===== src/rtl/frog_game_ctrl_if.sv =====
// Bus between the game controller and its surroundings.
//
// Signals:
//   i_animate  end-of-frame strobe, one cycle wide
//   i_hit      frog/obstacle overlap, only meaningful while i_animate=1
//   i_frog_y1  frog top edge in pixels, only meaningful while i_animate=1
//   i_start    start request level, already synchronised
//   o_freeze   animators hold position while high
//   o_frog_rst one-cycle pulse returning the frog to its start position
//   o_flash    frog blank/visible toggle while dying
//   o_lives    remaining lives
//   o_score    levels cleared, saturating
//   o_game_over high while the game is over
//   o_state    current controller state (debug/observability)
//
// Handshake: there is no valid/ready pair. i_animate is the only qualifier;
// i_hit and i_frog_y1 are sampled on cycles with i_animate=1 and ignored
// otherwise. All o_* signals are registered and always valid after reset.
//
// Modports: master drives the inputs (top level / bench), slave is the
// controller itself.
interface frog_game_ctrl_if #(
  parameter int SCORE_W = 8
);
  logic               i_animate;
  logic               i_hit;
  logic [11:0]        i_frog_y1;
  logic               i_start;
  logic               o_freeze;
  logic               o_frog_rst;
  logic               o_flash;
  logic [1:0]         o_lives;
  logic [SCORE_W-1:0] o_score;
  logic               o_game_over;
  logic [2:0]         o_state;

  modport master (
    output i_animate, i_hit, i_frog_y1, i_start,
    input  o_freeze, o_frog_rst, o_flash, o_lives, o_score, o_game_over, o_state
  );

  modport slave (
    input  i_animate, i_hit, i_frog_y1, i_start,
    output o_freeze, o_frog_rst, o_flash, o_lives, o_score, o_game_over, o_state
  );
endinterface


===== src/rtl/frog_game_ctrl.sv =====
// Game-sequencing controller for the VGA frog game.
//
// Sequences IDLE -> RESPAWN -> PLAY, and from PLAY into DYING (on a hit)
// or WIN (frog reached the goal row), back through RESPAWN, ending in
// GAMEOVER when the last life is lost. Drives the animator freeze,
// frog-reset and flash controls and keeps lives and score.
//
// Ports:
//   i_clk  system clock
//   i_rst  synchronous active-high reset
//   bus    frog_game_ctrl_if.slave (strobe/hit/y/start in, controls out)
module frog_game_ctrl #(
  parameter int LIVES        = 3,
  parameter int DEATH_FRAMES = 60,
  parameter int WIN_FRAMES   = 30,
  parameter int FLASH_FRAMES = 8,
  parameter int GOAL_Y       = 40,
  parameter int SCORE_W      = 8
) (
  input  logic                  i_clk,
  input  logic                  i_rst,
  frog_game_ctrl_if.slave       bus
);

  typedef enum logic [2:0] {
    IDLE     = 3'd0,
    PLAY     = 3'd1,
    DYING    = 3'd2,
    RESPAWN  = 3'd3,
    WIN      = 3'd4,
    GAMEOVER = 3'd5
  } state_t;

  localparam logic [1:0]  LIVES_INIT = 2'(LIVES);
  localparam logic [7:0]  DEATH_LAST = 8'(DEATH_FRAMES - 1);
  localparam logic [7:0]  WIN_LAST   = 8'(WIN_FRAMES - 1);
  localparam logic [7:0]  FLASH_LAST = 8'(FLASH_FRAMES - 1);
  localparam logic [11:0] GOAL       = 12'(GOAL_Y);

  state_t               state, state_n;
  logic [7:0]           cnt, cnt_n;
  // Phase within the current flash half-period; avoids a modulo on cnt.
  logic [7:0]           fph, fph_n;
  logic                 flash, flash_n;
  logic [1:0]           lives, lives_n;
  logic [SCORE_W-1:0]   score, score_n;
  logic                 freeze, freeze_n;
  logic                 frog_rst, frog_rst_n;
  logic                 game_over, game_over_n;
  logic                 start_q;
  logic                 start_edge;

  // start_q resets to 1 so a start held through reset does not fire.
  assign start_edge = bus.i_start & ~start_q;

  always_ff @(posedge i_clk) begin
    if (i_rst) begin
      state     <= IDLE;
      cnt       <= 8'd0;
      fph       <= 8'd0;
      flash     <= 1'b0;
      lives     <= LIVES_INIT;
      score     <= '0;
      freeze    <= 1'b1;
      frog_rst  <= 1'b0;
      game_over <= 1'b0;
      start_q   <= 1'b1;
    end else begin
      state     <= state_n;
      cnt       <= cnt_n;
      fph       <= fph_n;
      flash     <= flash_n;
      lives     <= lives_n;
      score     <= score_n;
      freeze    <= freeze_n;
      frog_rst  <= frog_rst_n;
      game_over <= game_over_n;
      start_q   <= bus.i_start;
    end
  end

  always_comb begin
    state_n = state;
    cnt_n   = cnt;
    fph_n   = fph;
    flash_n = flash;
    lives_n = lives;
    score_n = score;

    case (state)
      IDLE, GAMEOVER: begin
        if (start_edge) begin
          lives_n = LIVES_INIT;
          score_n = '0;
          state_n = RESPAWN;
        end
      end
      RESPAWN: state_n = PLAY;
      PLAY: begin
        if (bus.i_animate) begin
          if (bus.i_hit) begin
            state_n = DYING;
            flash_n = 1'b1;
          end else if (bus.i_frog_y1 <= GOAL) begin
            state_n = WIN;
            if (score != '1) score_n = score + 1'b1;
          end
        end
      end
      DYING: begin
        if (bus.i_animate) begin
          if (cnt == DEATH_LAST) begin
            flash_n = 1'b0;
            if (lives != 2'd0) lives_n = lives - 2'd1;
            state_n = (lives <= 2'd1) ? GAMEOVER : RESPAWN;
          end else begin
            cnt_n = cnt + 8'd1;
            if (fph == FLASH_LAST) begin
              fph_n   = 8'd0;
              flash_n = ~flash;
            end else begin
              fph_n = fph + 8'd1;
            end
          end
        end
      end
      WIN: begin
        if (bus.i_animate) begin
          if (cnt == WIN_LAST) state_n = RESPAWN;
          else                 cnt_n   = cnt + 8'd1;
        end
      end
      default: begin
        state_n = IDLE;
        flash_n = 1'b0;
      end
    endcase

    // Counters start from zero in every newly entered state.
    if (state_n != state) begin
      cnt_n = 8'd0;
      fph_n = 8'd0;
    end

    freeze_n    = (state_n != PLAY);
    frog_rst_n  = (state_n == RESPAWN);
    game_over_n = (state_n == GAMEOVER);
  end

  assign bus.o_state     = state;
  assign bus.o_freeze    = freeze;
  assign bus.o_frog_rst  = frog_rst;
  assign bus.o_flash     = flash;
  assign bus.o_lives     = lives;
  assign bus.o_score     = score;
  assign bus.o_game_over = game_over;

endmodule


===== src/flat_wrapper.sv =====
// flat-port wrapper written by rule: the top's interface ports become plain ports
module frog_game_ctrl_flat 
#(
  parameter int LIVES        = 3,
  parameter int DEATH_FRAMES = 60,
  parameter int WIN_FRAMES   = 30,
  parameter int FLASH_FRAMES = 8,
  parameter int GOAL_Y       = 40,
  parameter int SCORE_W      = 8
)
  (i_clk, i_rst, bus_i_animate, bus_i_hit, bus_i_frog_y1, bus_i_start, bus_o_freeze, bus_o_frog_rst, bus_o_flash, bus_o_lives, bus_o_score, bus_o_game_over, bus_o_state);
  frog_game_ctrl_if #(.SCORE_W(SCORE_W)) bus_i ();
  input  logic i_clk;
  input  logic i_rst;
  input wire logic [$bits(bus_i.i_animate)-1:0] bus_i_animate;
  input wire logic [$bits(bus_i.i_hit)-1:0] bus_i_hit;
  input wire logic [$bits(bus_i.i_frog_y1)-1:0] bus_i_frog_y1;
  input wire logic [$bits(bus_i.i_start)-1:0] bus_i_start;
  output wire logic [$bits(bus_i.o_freeze)-1:0] bus_o_freeze;
  output wire logic [$bits(bus_i.o_frog_rst)-1:0] bus_o_frog_rst;
  output wire logic [$bits(bus_i.o_flash)-1:0] bus_o_flash;
  output wire logic [$bits(bus_i.o_lives)-1:0] bus_o_lives;
  output wire logic [$bits(bus_i.o_score)-1:0] bus_o_score;
  output wire logic [$bits(bus_i.o_game_over)-1:0] bus_o_game_over;
  output wire logic [$bits(bus_i.o_state)-1:0] bus_o_state;
  assign bus_i.i_animate = bus_i_animate;
  assign bus_i.i_hit = bus_i_hit;
  assign bus_i.i_frog_y1 = bus_i_frog_y1;
  assign bus_i.i_start = bus_i_start;
  assign bus_o_freeze = bus_i.o_freeze;
  assign bus_o_frog_rst = bus_i.o_frog_rst;
  assign bus_o_flash = bus_i.o_flash;
  assign bus_o_lives = bus_i.o_lives;
  assign bus_o_score = bus_i.o_score;
  assign bus_o_game_over = bus_i.o_game_over;
  assign bus_o_state = bus_i.o_state;
  frog_game_ctrl #(.LIVES(LIVES), .DEATH_FRAMES(DEATH_FRAMES), .WIN_FRAMES(WIN_FRAMES), .FLASH_FRAMES(FLASH_FRAMES), .GOAL_Y(GOAL_Y), .SCORE_W(SCORE_W)) u_core (.i_clk(i_clk), .i_rst(i_rst), .bus(bus_i));
endmodule

===== config.mk =====
export PLATFORM = sky130hd
export DESIGN_NAME = frog_game_ctrl_flat
export DESIGN_NICKNAME = d
export VERILOG_FILES = /design/src/rtl/frog_game_ctrl_if.sv /design/src/rtl/frog_game_ctrl.sv /design/src/flat_wrapper.sv
export SDC_FILE = /design/constraint.sdc
export NUM_CORES = 1
export LEC_CHECK = 0
export CORE_MARGIN = 1
export CORE_UTILIZATION = 56
export CTS_CLUSTER_SIZE = 28
export DETAILED_ROUTE_END_ITERATION = 12
export PLACE_DENSITY = 0.95
export SLEW_MARGIN = 20
export SYNTH_ARGS = -nofsm -noshare
export SYNTH_HDL_FRONTEND = slang
export SYNTH_SLANG_ARGS = --single-unit

===== constraint.sdc =====
create_clock -name i_clk -period 3 [get_ports i_clk]
set_clock_uncertainty 0.15 [all_clocks]
set_input_delay 0.9 -clock i_clk [delete_from_list [all_inputs] [get_ports i_clk]]
set_output_delay 0.9 -clock i_clk [all_outputs]
set_load 0.1 [all_outputs]

# ---- After elaboration in Yosys (flattened, before gate mapping)
# Index checks and enable logic that the tools add are counted.
dict set report totals {
  reg_bits 34
  output_inout_bits 17
}
dict set report classes {
  n_addsub 4
  n_lt_le_gt_ge 2
  eq_ne 26
  mux 33
  bitwise 5
  reduce_logical 13
}
# operator count
set op_table {}
lappend op_table {{$mux 8} 10}
lappend op_table {{$pmux 8 s2} 2}
lappend op_table {{$mux 3} 9}
lappend op_table {{$add 8x1->8 const B} 3}
lappend op_table {{$pmux 3 s5} 1}
lappend op_table {{$reduce_and 5->1} 3}
lappend op_table {{$ne 2x2->1 const B} 7}
lappend op_table {{$le 12x6->1 const B} 1}
lappend op_table {{$ne 2x1->1 const B} 5}
lappend op_table {{$eq 3x2->1 const B} 3}
lappend op_table {{$eq 3x3->1 const B} 3}
lappend op_table {{$eq 8x3->1 const B} 1}
lappend op_table {{$eq 8x5->1 const B} 1}
lappend op_table {{$eq 8x6->1 const B} 1}
lappend op_table {{$mux 2} 4}
lappend op_table {{$ne 8x8->1 const B} 1}
lappend op_table {{$reduce_bool 2->1} 4}
lappend op_table {{$ne 3x1->1 const B} 2}
lappend op_table {{$reduce_and 6->1} 1}
lappend op_table {{$mux 1} 5}
lappend op_table {{$not 1->1} 4}
lappend op_table {{$pmux 2 s2} 1}
lappend op_table {{$reduce_or 2->1} 2}
lappend op_table {{$reduce_or 4->1} 1}
lappend op_table {{8 further kinds} 8}

# ---- Depth between registers and ports, before layout
# Gate-level depths: netlist of the first run.
dict set report logic_depth {
  ltp_word 7
  ltp_mapped 9
  ltp_nobuf 8
}

# ---- Worst setup path before layout of the first run
# OpenSTA, ideal clock, no wires.
dict set report synth_timing {
  path_kind {register to register}
  startpoint {reg u_core.state[2], in the netlist u_core.bus.o_state[2]}
  endpoint {reg u_core.fph[2]}
  setup_time_ps 119
  t_arrival_ps 2359
  required_time_ps 2731
  path_slack_ps 372
  stages_incl_launch_ff 8
  path_buffers 1
  period_less_slack_ps 2628
  path_cell_list {dfxtp_1 -> nand4bb_1 -> nor4_2 -> nor3_1 -> nand2_2 -> mux2i_2 -> buf_6 -> nor3_2}
}
dict set report synth_between {
  elab_chain_cells 6
  word_cells_on_any_way 19
  cone_classes {eq/ne (6); mux (9); reduce/logical (4)}
}
# item line
set synth_rtl {}
lappend synth_rtl {{start: declaration} frog_game_ctrl.sv:40} ;# state_t state, state_n;
lappend synth_rtl {{start signal: assignment} frog_game_ctrl.sv:69} ;# state <= state_n;
lappend synth_rtl {{$mux 3} frog_game_ctrl.sv:104} ;# end else if (bus.i_frog_y1 <= GOAL) begin
lappend synth_rtl {{$mux 3} frog_game_ctrl.sv:101} ;# if (bus.i_hit) begin
lappend synth_rtl {{$mux 3} frog_game_ctrl.sv:100} ;# if (bus.i_animate) begin
lappend synth_rtl {{$pmux 3 s5} frog_game_ctrl.sv:90} ;# case (state)
lappend synth_rtl {{$ne 3x3->1} frog_game_ctrl.sv:140} ;# if (state_n != state) begin
lappend synth_rtl {{$reduce_or 2->1 (no source line)} -}
lappend synth_rtl {{end signal: assignment} frog_game_ctrl.sv:71} ;# fph <= fph_n;
lappend synth_rtl {{end: declaration} frog_game_ctrl.sv:43} ;# logic [7:0] fph, fph_n;
# Parallel ways exist; a longest one is shown, timed or not.
# A chain may end at the register's enable or synchronous reset.

# ---- Final worst setup path of the first run
dict set report layout_timing {
  startpoint {in bus_i_animate}
  endpoint {reg u_core.cnt[1]}
}
dict set report layout_between {
  elab_chain_cells 4
  word_cells_on_any_way 9
  cone_classes {eq/ne (3); mux (4); reduce/logical (2)}
}
# item line
set layout_rtl {}
lappend layout_rtl {{start: declaration} flat_wrapper.sv:15} ;# input wire logic [$bits(bus_i.i_animate)-1:0] bus_i_animate;
lappend layout_rtl {{$mux 3 (on tied branches)} {frog_game_ctrl.sv:128, frog_game_ctrl.sv:100, frog_game_ctrl.sv:111}}
lappend layout_rtl {{$pmux 3 s5} frog_game_ctrl.sv:90}
lappend layout_rtl {{$ne 3x3->1} frog_game_ctrl.sv:140}
lappend layout_rtl {{$reduce_or 2->1 (no source line)} -}
lappend layout_rtl {{end signal: assignment} frog_game_ctrl.sv:70} ;# cnt <= cnt_n;
lappend layout_rtl {{end: declaration} frog_game_ctrl.sv:41} ;# logic [7:0] cnt, cnt_n;
# Parallel ways exist; a longest one is shown, timed or not.

==> metrics.md, run 1 <==
| Metric | Value |
|---|---|
| Status | `finished, final reports clean` |
| Min Tclk post-route | `approximately 2.7 ns` |
| GRT Total Usage | `0.260` |
| CP Capture Type | `register` |
| Adder-cell share of the synthesized area | `0.0394` |
| H-tree depth | `2` |
| Pwr dens | `391 nW/um^2` |
| Antenna diodes | `0` |
| Die Height | `60.3 um` |
| R2R depth | `8` |
| Post-route cell area | `~2400 sq um` |
| Die area | `~3600 sq um` |
| Most frequent cell after synthesis | `dfxtp_1` |
| CTS Buffer Depth | `2` |
| Critical path launch point type | `primary input` |
| Worst Hold Class | `register to register` |
| Wire per inst | `around 14 um` |
| Synth top area cells | `dfxtp_1, nor3_2, xor2_1, nor2_1, ha_1` |
| Tightest Pin Transition | `0.563 ns` |
| Grt ovf | `0` |
| Detailed-route vias per instance | `between 5 and 6` |
| # Post-CTS Setup Buffers | `0` |
| Pleak | `0.000898 uW` |
| Final WL | `between 4000 and 5000 um` |
| Vias in the first global route | `between 1,500 and 2,000` |
| Register area share after synthesis | `0.357` |
| Total CTS buffers | `5` |
| Skew-Pair Late Insertion Delay | `0.34 ns` |
| Post_cts resized | `0` |
| Post-synth top area share | `0.357` |
| Largest net degree at the start of global routing | `18` |
| FFs w/ async S/R, synth | `0` |
| Synthesized flop and latch total | `34` |
| CTS Hold Buffers Added | `0` |
| Nets | `279` |
| Highest Clock Rate | `between 0.3 and 0.4 GHz` |
| CP Class | `primary input to register` |
| Simple-Gate Fraction of Synth Area | `0.363` |
| Initial Utilization | `0.609` |
| Fin Hold WS | `between 0.3 and 0.4 ns` |
| DRT antenna net count | `0` |
| Clock root buffer | `clkbuf_4` |
| IO Port Bufs | `33` |
| EDFF count, synth | `0` |
| Worst Hold Depth | `2` |
| Mux contribution to synthesized area | `0.0177` |
| Tcrit/Tclk final | `0.910` |
| Drt initial violations | `109` |
| Compound-Gate Fraction of Synth Area | `0.0985` |
| Commonest cells in the netlist | `dfxtp_1, nor2_1, nand2_1, xor2_1, nor3_2` |
| Post-Syn Nets | `237` |
| Largest family of logic cells by synthesized area | `simple AND/OR/NAND/NOR gates` |
| Slew headroom | `0.624` |
| Synthesized cell area | `between 1500 and 2000 sq um` |
| Fraction of layout cells with a size suffix above 1 | `0.230` |
| Pins Over Slew Limit | `0` |
| Num ports | `34` |
| First-pass GRT wire length | `between 6000 and 7000 um` |
| DR DRC count | `0` |
| DP Wirelength | `about 3200 um` |
| Maxcap violations | `0` |
| Syn Area/Cell | `8.90 sq um` |
| Crit-path max FO | `16` |
| Layout Area Growth over Synthesis | `23.4%` |
| Cells after Synth | `214` |
| TNS Setup | `0 ns` |
| Final GP Congestion | `between 0.8 and 0.9` |
| Synth warn | `0` |
| Worst vdd ir | `roughly 240 uV` |
| Total chip power | `919 uW` |
| TritonCTS clock tree | `done` |
| Cell area after placement | `approximately 2300 sq um` |
| Final setup vio count | `0` |
| Data arrival time of the worst path | `2.78 ns` |
| Total core area | `approximately 3100 sq um` |
| Cell taking the most area after synthesis | `dfxtp_1` |
| RSZ-0062 raised after global routing | `false` |
| Die W | `about 60 um` |
| Main flop type after synthesis | `dfxtp_1` |
| DR vias | `between 1,500 and 2,000` |
| Clock transition at path regs | `0.10 ns` |
| # clock sinks | `34` |
| Hold Vio Cnt, Final | `0` |
| Synth unique cells | `47` |
| Drt first pass iters | `4` |
| Core Rows | `20` |
| Post-Synth XOR/XNOR Area | `0.0919` |
| Initial antenna violation count | `0` |
| WP data required | `between 3 and 4 ns` |
## final timing paths
| kind | startpoint | endpoint | slack, ns |
|---|---|---|---|
| worst max-delay path | bus_i_animate | u_core.cnt[1] | 0.27 |
| worst min-delay path | u_core.bus.o_lives[1] | u_core.bus.o_lives[1] | 0.37 |
| worst max register to register | u_core.cnt[0] | u_core.cnt[1] | 0.62 |
| worst min register to register | u_core.bus.o_lives[1] | u_core.bus.o_lives[1] | 0.37 |
## state kept, by name, summed over array words and instances (netlist names)
| register | count |
|---|---|
| u_core.bus.o_flash | 1 |
| u_core.bus.o_score | 8 |
| u_core.start_q | 1 |
| u_core.bus.o_frog_rst | 1 |
| u_core.bus.o_game_over | 1 |
| u_core.cnt | 8 |
| u_core.bus.o_state | 3 |
| u_core.bus.o_lives | 2 |
| u_core.bus.o_freeze | 1 |
| u_core.fph | 8 |
## metal layers
metal | share of wire | routed length [um] | vias to the layer above | track usage
met5 | 0 | 0 | - | 0
met4 | 0.022 | 93 | 0 | 0.0997
met3 | 0.036 | 152 | 12 | 0.0789
met2 | 0.52 | 2220 | 37 | 0.446
met1 | 0.42 | 1790 | 794 | 0.303
li1 | - | - | 845 | -
## cell usage in the layout (no fill, tap or decap), types with 3 or more instances in the layout
cell type / netlist / routed
dfxtp_1: 34 / 34
nor2_1: 28 / 28
buf_4: 0 / 23
clkdlybuf4s50_1: 0 / 16
nand2_1: 15 / 15
xor2_1: 13 / 13
nor3_2: 12 / 12
nand4_1: 10 / 10
nor3_1: 7 / 7
xnor2_1: 7 / 7
and3_1: 6 / 6
ha_1: 6 / 6
inv_1: 5 / 5
nand3_1: 5 / 5
nand2b_1: 5 / 5
a21oi_1: 5 / 5
clkbuf_4: 0 / 5
o21ai_0: 4 / 4
nor4_1: 3 / 3
nor2b_1: 3 / 3
nand2_2: 3 / 3
## area by class of cell
cell class	count	area (sq um)
timing repair buffer	41	373
clock buffer	7	55.1
fill	228	777
multi-input combinational	169	1160
inverter	5	18.8
sequential	34	681
clock inverter	1	5.00
tap	44	55.1
## critical path, stage by stage
cell and delay [ns]:
clkdlybuf4s50_1 0.48, buf_4 0.15, nand4bb_1 0.21, o31ai_1 0.46, o21ai_1 0.22, nand2_2 0.14, buf_12 0.17, a2111oi_2 0.05
## metrics by stage
stage | util | std cells | worst slack [ns]
2_1_floorplan | - | 214 | 0.372
3_3_place_gp | 0.732 | 293 | 0.0673
3_5_place_dp | 0.732 | 293 | -0.0852
4_1_cts | 0.752 | 301 | 0.276
5_1_grt | 0.752 | 301 | 0.189
6_report | 0.752 | 301 | 0.271
## cells by family after synthesis
family                   Yosys count
XOR/XNOR                          20
AO/OA/AOI/OAI                     24
buffers and inverters             11
multiplexers                       3
flip-flops                        34
adder cells (fa/ha/maj)            6
AND/OR/NAND/NOR                  116
## power breakdown
part           internal [uW]  total [uW]  leakage, uW  switching, uW
logic                   70.8         177     0.000588            106
registers                458         472     0.000275           13.4
clock network            114         270    0.0000353            156
total                    643         919     0.000898            276
Power figures use the tool's default switching activity.
==> run 2, diff against run 1 <==
--- a/config.mk
+++ b/config.mk
@@ -5,12 +5,14 @@
 export SDC_FILE = /design/constraint.sdc
 export NUM_CORES = 1
 export LEC_CHECK = 0
+export CAP_MARGIN = 20
 export CORE_MARGIN = 1
 export CORE_UTILIZATION = 56
 export CTS_CLUSTER_SIZE = 28
 export DETAILED_ROUTE_END_ITERATION = 12
 export PLACE_DENSITY = 0.95
-export SLEW_MARGIN = 20
+export RECOVER_POWER = 50
+export SLEW_MARGIN = 40
 export SYNTH_ARGS = -nofsm -noshare
 export SYNTH_HDL_FRONTEND = slang
 export SYNTH_SLANG_ARGS = --single-unit
==> run 2 against run 1 <==
Compared with the run above: utilization decreased by 1.7 points; first-iteration DRC count increased by 17%; cell count unchanged; critical path type unchanged; critical endpoint unchanged; largest cell class unchanged; largest power group unchanged.
==> metrics.md, run 2 (synthesis gave the netlist of run 1 again) <==
| Metric | Value |
|---|---|
| Status | `finished, final reports clean` |
| Crit-path max FO | `16` |
| Tightest Pin Transition | `1.17 ns` |
| Final WL | `about 4300 um` |
| CP top delay family | `buffers and inverters` |
| # Post-CTS Setup Buffers | `0` |
| CTS Buffer Depth | `2` |
| Critical path launch point type | `primary input` |
| WP data required | `3.05 ns` |
| Pleak | `0.000871 uW` |
| Hold Vio Cnt, Final | `0` |
| Total core area | `3130 sq um` |
| Data arrival time of the worst path | `2.86 ns` |
| CP peak stage delay | `~0.55 ns` |
| CTS Hold Buffers Added | `0` |
| Worst Hold Depth | `2` |
| R2r endpoint | `u_core.cnt[1]` |
| Core Rows | `20` |
| Pwr dens | `roughly 400 nW/um^2` |
| Worst Hold Class | `register to register` |
| Slowest cell on the critical path | `dlygate4sd3_1` |
| Vias in the first global route | `1,558` |
| Pins Over Slew Limit | `0` |
| DR vias | `1,705` |
| Final GP Congestion | `roughly 0.83` |
| Post-route cell area | `2300 sq um` |
| Most common cell after layout, fill and taps aside | `dfxtp_1` |
| Min Tclk post-route | `2.80 ns` |
| Num ports | `34` |
| Reg-to-reg startpoint | `u_core.cnt[0]` |
| Fraction of layout cells with a size suffix above 1 | `0.206` |
| Wire per inst | `14.2 um` |
| TritonCTS clock tree | `done` |
| Highest Clock Rate | `0.357 GHz` |
| Reg2Reg Setup Slack | `0.62 ns` |
| Post_cts resized | `0` |
| CP Class | `primary input to register` |
| Maxcap violations | `0` |
| Die area | `3640 sq um` |
| Die W | `60.3 um` |
| R2R depth | `8` |
| Total CTS buffers | `5` |
| Drt initial violations | `between 100 and 150` |
| Layout Area Growth over Synthesis | `20.6%` |
| DR DRC count | `0` |
| H-tree depth | `2` |
| Critical path cell sequence | `dlygate4sd3_1 -> buf_4 -> nand4bb_1 -> o31ai_1 -> o21ai_1 -> nand2_2 -> buf_12 -> a2111oi_2` |
| Clock root buffer | `clkbuf_4` |
| Detailed-route vias per instance | `5.66` |
| RSZ-0062 raised after global routing | `false` |
| Largest net degree at the start of global routing | `18` |
| Hold endpoint | `u_core.bus.o_lives[1]` |
| CP Capture Type | `register` |
| Initial antenna violation count | `0` |
| Most frequent cells in the layout | `dfxtp_1, nor2_1, nand2_1, xor2_1, clkdlybuf4s50_1` |
| Antenna diodes | `0` |
| Tcrit/Tclk final | `0.935` |
| Final setup vio count | `0` |
| # clock sinks | `34` |
| Skew-Pair Late Insertion Delay | `0.34 ns` |
| Nets | `279` |
| DRT antenna net count | `0` |
| Die Height | `60.3 um` |
| GRT Total Usage | `0.260` |
| Initial Utilization | `0.609` |
| Slew headroom | `0.226` |
| Grt ovf | `0` |
| IO Port Bufs | `33` |
| Clock transition at path regs | `0.10 ns` |
| Cell area after placement | `2290 sq um` |
| Drt first pass iters | `4` |
| Critical path buffers and inverters | `3` |
| First-pass GRT wire length | `roughly 6900 um` |
| Fin Hold WS | `0.369 ns` |
| Worst vdd ir | `243 uV` |
| Total chip power | `approximately 910 uW` |
| DP Wirelength | `3150 um` |
| TNS Setup | `0 ns` |
| Min-delay src | `u_core.bus.o_lives[1]` |
[run 2: cell types whose count changed in the layout (fill, tap and decap cells not counted), sizes merged]
cell / previous run / this run
dlygate4sd3: 0 / 3
clkdlybuf4s50: 16 / 13
clkbuf: 7 / 22
buf: 25 / 10
[run 2: power by group]
part           total [uW]  internal, uW  switching (uW)
Combinational         174          67.1             106
Clock                 270           114             156
Sequential            472           458            13.4
Total                 915           639             276
[run 2: layout make-up]
type / instances / area [sq um]
clock inverter: 1 / 5.00
tap: 44 / 55.1
sequential: 34 / 681
clock buffer: 7 / 55.1
fill: 241 / 830
multi-input combinational: 169 / 1160
inverter: 5 / 18.8
timing repair buffer: 41 / 327
[run 2: metal layers]
| metal | routed length, um | GRT usage |
|---|---|---|
| met4 | 94 | 0.0997 |
| met5 | 0 | 0 |
| met2 | 2230 | 0.446 |
| met3 | 161 | 0.0789 |
| met1 | 1780 | 0.303 |
[run 2: worst max path at each step]
stage	startpoint	to	slack [ns]	depth (start not counted)
floorplan	u_core.bus.o_state[2]	u_core.fph[2]	0.37	7
global placement	bus_i_frog_y1[7]	u_core.bus.o_score[5]	0.07	8
detailed placement	bus_i_frog_y1[7]	u_core.bus.o_score[7]	-0.09	8
CTS	bus_i_frog_y1[7]	u_core.bus.o_score[7]	0.28	8
global route	bus_i_animate	u_core.cnt[1]	0.11	9
finish	bus_i_animate	u_core.cnt[1]	0.20	8
[run 2: through the flow]
stage / std cells / util / worst slack (ns)
after floorplan: 214 / - / 0.372
after CTS: 301 / 0.752 / 0.276
after global placement: 293 / 0.732 / 0.0673
after global routing: 301 / 0.735 / 0.106
after detailed placement: 293 / 0.732 / -0.0852
final: 301 / 0.735 / 0.195
[run 2: worst min-delay path: stages, from the launching register on]
cell,delay [ns]
dfxtp_1,0.35
o21ai_0,0.09
nand2_1,0.06
==> run 3, diff against run 2 <==
--- a/config.mk
+++ b/config.mk
@@ -6,7 +6,7 @@
 export NUM_CORES = 1
 export LEC_CHECK = 0
 export CAP_MARGIN = 20
-export CORE_MARGIN = 1
+export CORE_MARGIN = 2
 export CORE_UTILIZATION = 56
 export CTS_CLUSTER_SIZE = 28
 export DETAILED_ROUTE_END_ITERATION = 12
==> run 3 against run 2 <==
Compared with the run above: global-route usage is 3.2 points lower; final area rose by 1.0%; largest cell class unchanged; worst hold slack better by 0.013 ns; register-to-register slack improved by 0.11 ns; total power rose by 7.1%; non-clock buffer count is 2 higher; critical endpoint unchanged.
==> metrics.md, run 3 (synthesis gave the netlist of run 1 again) <==
| Metric | Value |
|---|---|
| # Post-CTS Setup Buffers | `0` |
| Skew-Pair Late Insertion Delay | `0.35 ns` |
| Initial Utilization | `0.576` |
| Highest Clock Rate | `0.371 GHz` |
| Slowest cell on the critical path | `dlygate4sd3_1` |
| CP Class | `primary input to register` |
| Multi-input logic area | `around 1200 sq um` |
| Most common cell after layout, fill and taps aside | `dfxtp_1` |
| CP Capture Type | `register` |
| Worst slack, placed | `0.0279 ns` |
| Pwr dens | `422 nW/um^2` |
| Nets | `281` |
| Die Height | `62.3 um` |
| Combinational Power Share | `0.176` |
| M1 GR Usage | `0.271` |
| Die W | `62.3 um` |
| Register area | `681 sq um` |
| Core Rows | `21` |
| CTS Hold Buffers Added | `0` |
| Final Worst Setup Slack | `0.308 ns` |
| Min Tclk post-route | `approximately 2.7 ns` |
| Maxcap violations | `0` |
| Die area | `3890 sq um` |
| Status | `finished, final reports clean` |
| Fraction of power spent switching nets | `0.288` |
| CTS Buffer Depth | `2` |
| Drt first pass iters | `4` |
| Clock transition at path regs | `0.11 ns` |
| Pins Over Slew Limit | `0` |
| Fraction of layout cells with a size suffix above 1 | `0.220` |
| DRT antenna net count | `0` |
| Detailed-route vias per instance | `5.63` |
| Flop pwr share | `0.482` |
| Total chip power | `980 uW` |
| DP Wirelength | `3050 um` |
| Grt ovf | `0` |
| Wire per inst | `13.3 um` |
| Final WL | `4060 um` |
| Tightest Pin Transition | `1.17 ns` |
| Antenna diodes | `0` |
| Data arrival time of the worst path | `about 2.8 ns` |
| Worst vdd ir | `389 uV` |
| Final GP Congestion | `0.909` |
| H-tree depth | `2` |
| Critical path cell sequence | `dlygate4sd3_1 -> nand4bb_1 -> nor4_1 -> nor3_1 -> nand2_2 -> mux2i_2 -> buf_12 -> a2111oi_2` |
| Layout fillers | `278` |
| IO Port Bufs | `33` |
| Worst Hold Class | `register to register` |
| Slew headroom | `0.224` |
| # clock sinks | `34` |
| CP top delay family | `buffers and inverters` |
| Total CTS buffers | `5` |
| Total core area | `3310 sq um` |
| Critical path launch point type | `primary input` |
| Fin Hold WS | `0.381 ns` |
| Internal | `698 uW` |
| DR vias | `1,718` |
| Tcrit/Tclk final | `0.897` |
| TNS Setup | `0 ns` |
| DR DRC count | `0` |
| GRT Total Usage | `0.227` |
| Global route hottest layer | `met2` |
| TritonCTS clock tree | `done` |
| Most frequent cells in the layout | `dfxtp_1, nor2_1, nand2_1, clkdlybuf4s50_1, xor2_1` |
| Final setup vio count | `0` |
| Initial antenna violation count | `0` |
| Layout Area Growth over Synthesis | `21.9%` |
| WP data required | `3.10 ns` |
| Num ports | `34` |
| Clock root buffer | `clkbuf_4` |
| GR Layer Usage met2 | `0.372` |
| Vias in the first global route | `1,578` |
| Crit-path max FO | `13` |
| CP peak stage delay | `0.58 ns` |
| First-pass GRT wire length | `7030 um` |
| RSZ-0062 raised after global routing | `false` |
| Drt initial violations | `119` |
| Post_cts resized | `0` |
| Clock Power Share | `0.342` |
| Critical path buffers and inverters | `2` |
| Pleak | `0.000889 uW` |
| GR met3 Demand/Resource | `0.0743` |
| Sw Pwr | `roughly 280 uW` |
| Hold Vio Cnt, Final | `0` |
| Largest net degree at the start of global routing | `18` |
==> run 3: changes by cell type in the layout (fill, tap and decap cells not counted), sizes merged <==
cell and change:
buf +1, bufinv +1, clkbuf -1, clkdlybuf4s50 +1
clkinv +1, dlygate4sd3 -1
==> run 3: layer usage <==
| layer | up-vias | routed length (um) |
|---|---|---|
| met1 | 814 | 1790 |
| li1 | 855 | - |
| met2 | 42 | 1990 |
| met3 | 7 | 193 |
| met4 | 0 | 74 |
| met5 | - | 0 |
==> run 3: worst min-delay path, delay by kind of cell, from the launching register on <==
family	cells	cell delay (ns)
simple gates	1	0.06
flops	1	0.35
compound gates	1	0.09
==> run 3: final timing paths <==
kind / start / end / slack [ns] / cells after the start
hold / removal: u_core.bus.o_lives[1] / u_core.bus.o_lives[1] / 0.38 / 2
setup reg to reg: u_core.bus.o_state[2] / u_core.cnt[1] / 0.73 / 7
setup / recovery: bus_i_animate / u_core.cnt[1] / 0.31 / 8
hold reg to reg: u_core.bus.o_lives[1] / u_core.bus.o_lives[1] / 0.38 / 2
==> run 3: final cells by class <==
| type | instances | share of cell area |
|---|---|---|
| Sequential cell | 34 | 0.293 |
| Clock buffer | 5 | 0.0162 |
| Multi-Input combinational cell | 169 | 0.498 |
| Tap cell | 46 | 0.0248 |
| Inverter | 5 | 0.00808 |
| Clock inverter | 3 | 0.0172 |
| Timing Repair Buffer | 43 | 0.142 |
==> run 3: metrics by stage <==
step                      instance area [sq um]  instances  utilization
after floorplan                            1910        214            -
after global placement                     2300        297        0.694
after detailed placement                   2300        297        0.694
after CTS                                  2370        305        0.717
after global routing                       2320        305        0.701
final                                      2320        305        0.701
==> run 3: power groups by stage <==
stage / Combinational, uW / Clock, uW / Sequential, uW
5_1_grt: 183 / 363 / 474
3_5_place_dp: 176 / 0 / 482
4_1_cts: 177 / 340 / 472
6_report: 173 / 335 / 472
3_3_place_gp: 173 / 0 / 482
2_1_floorplan: 83.0 / 0 / 513
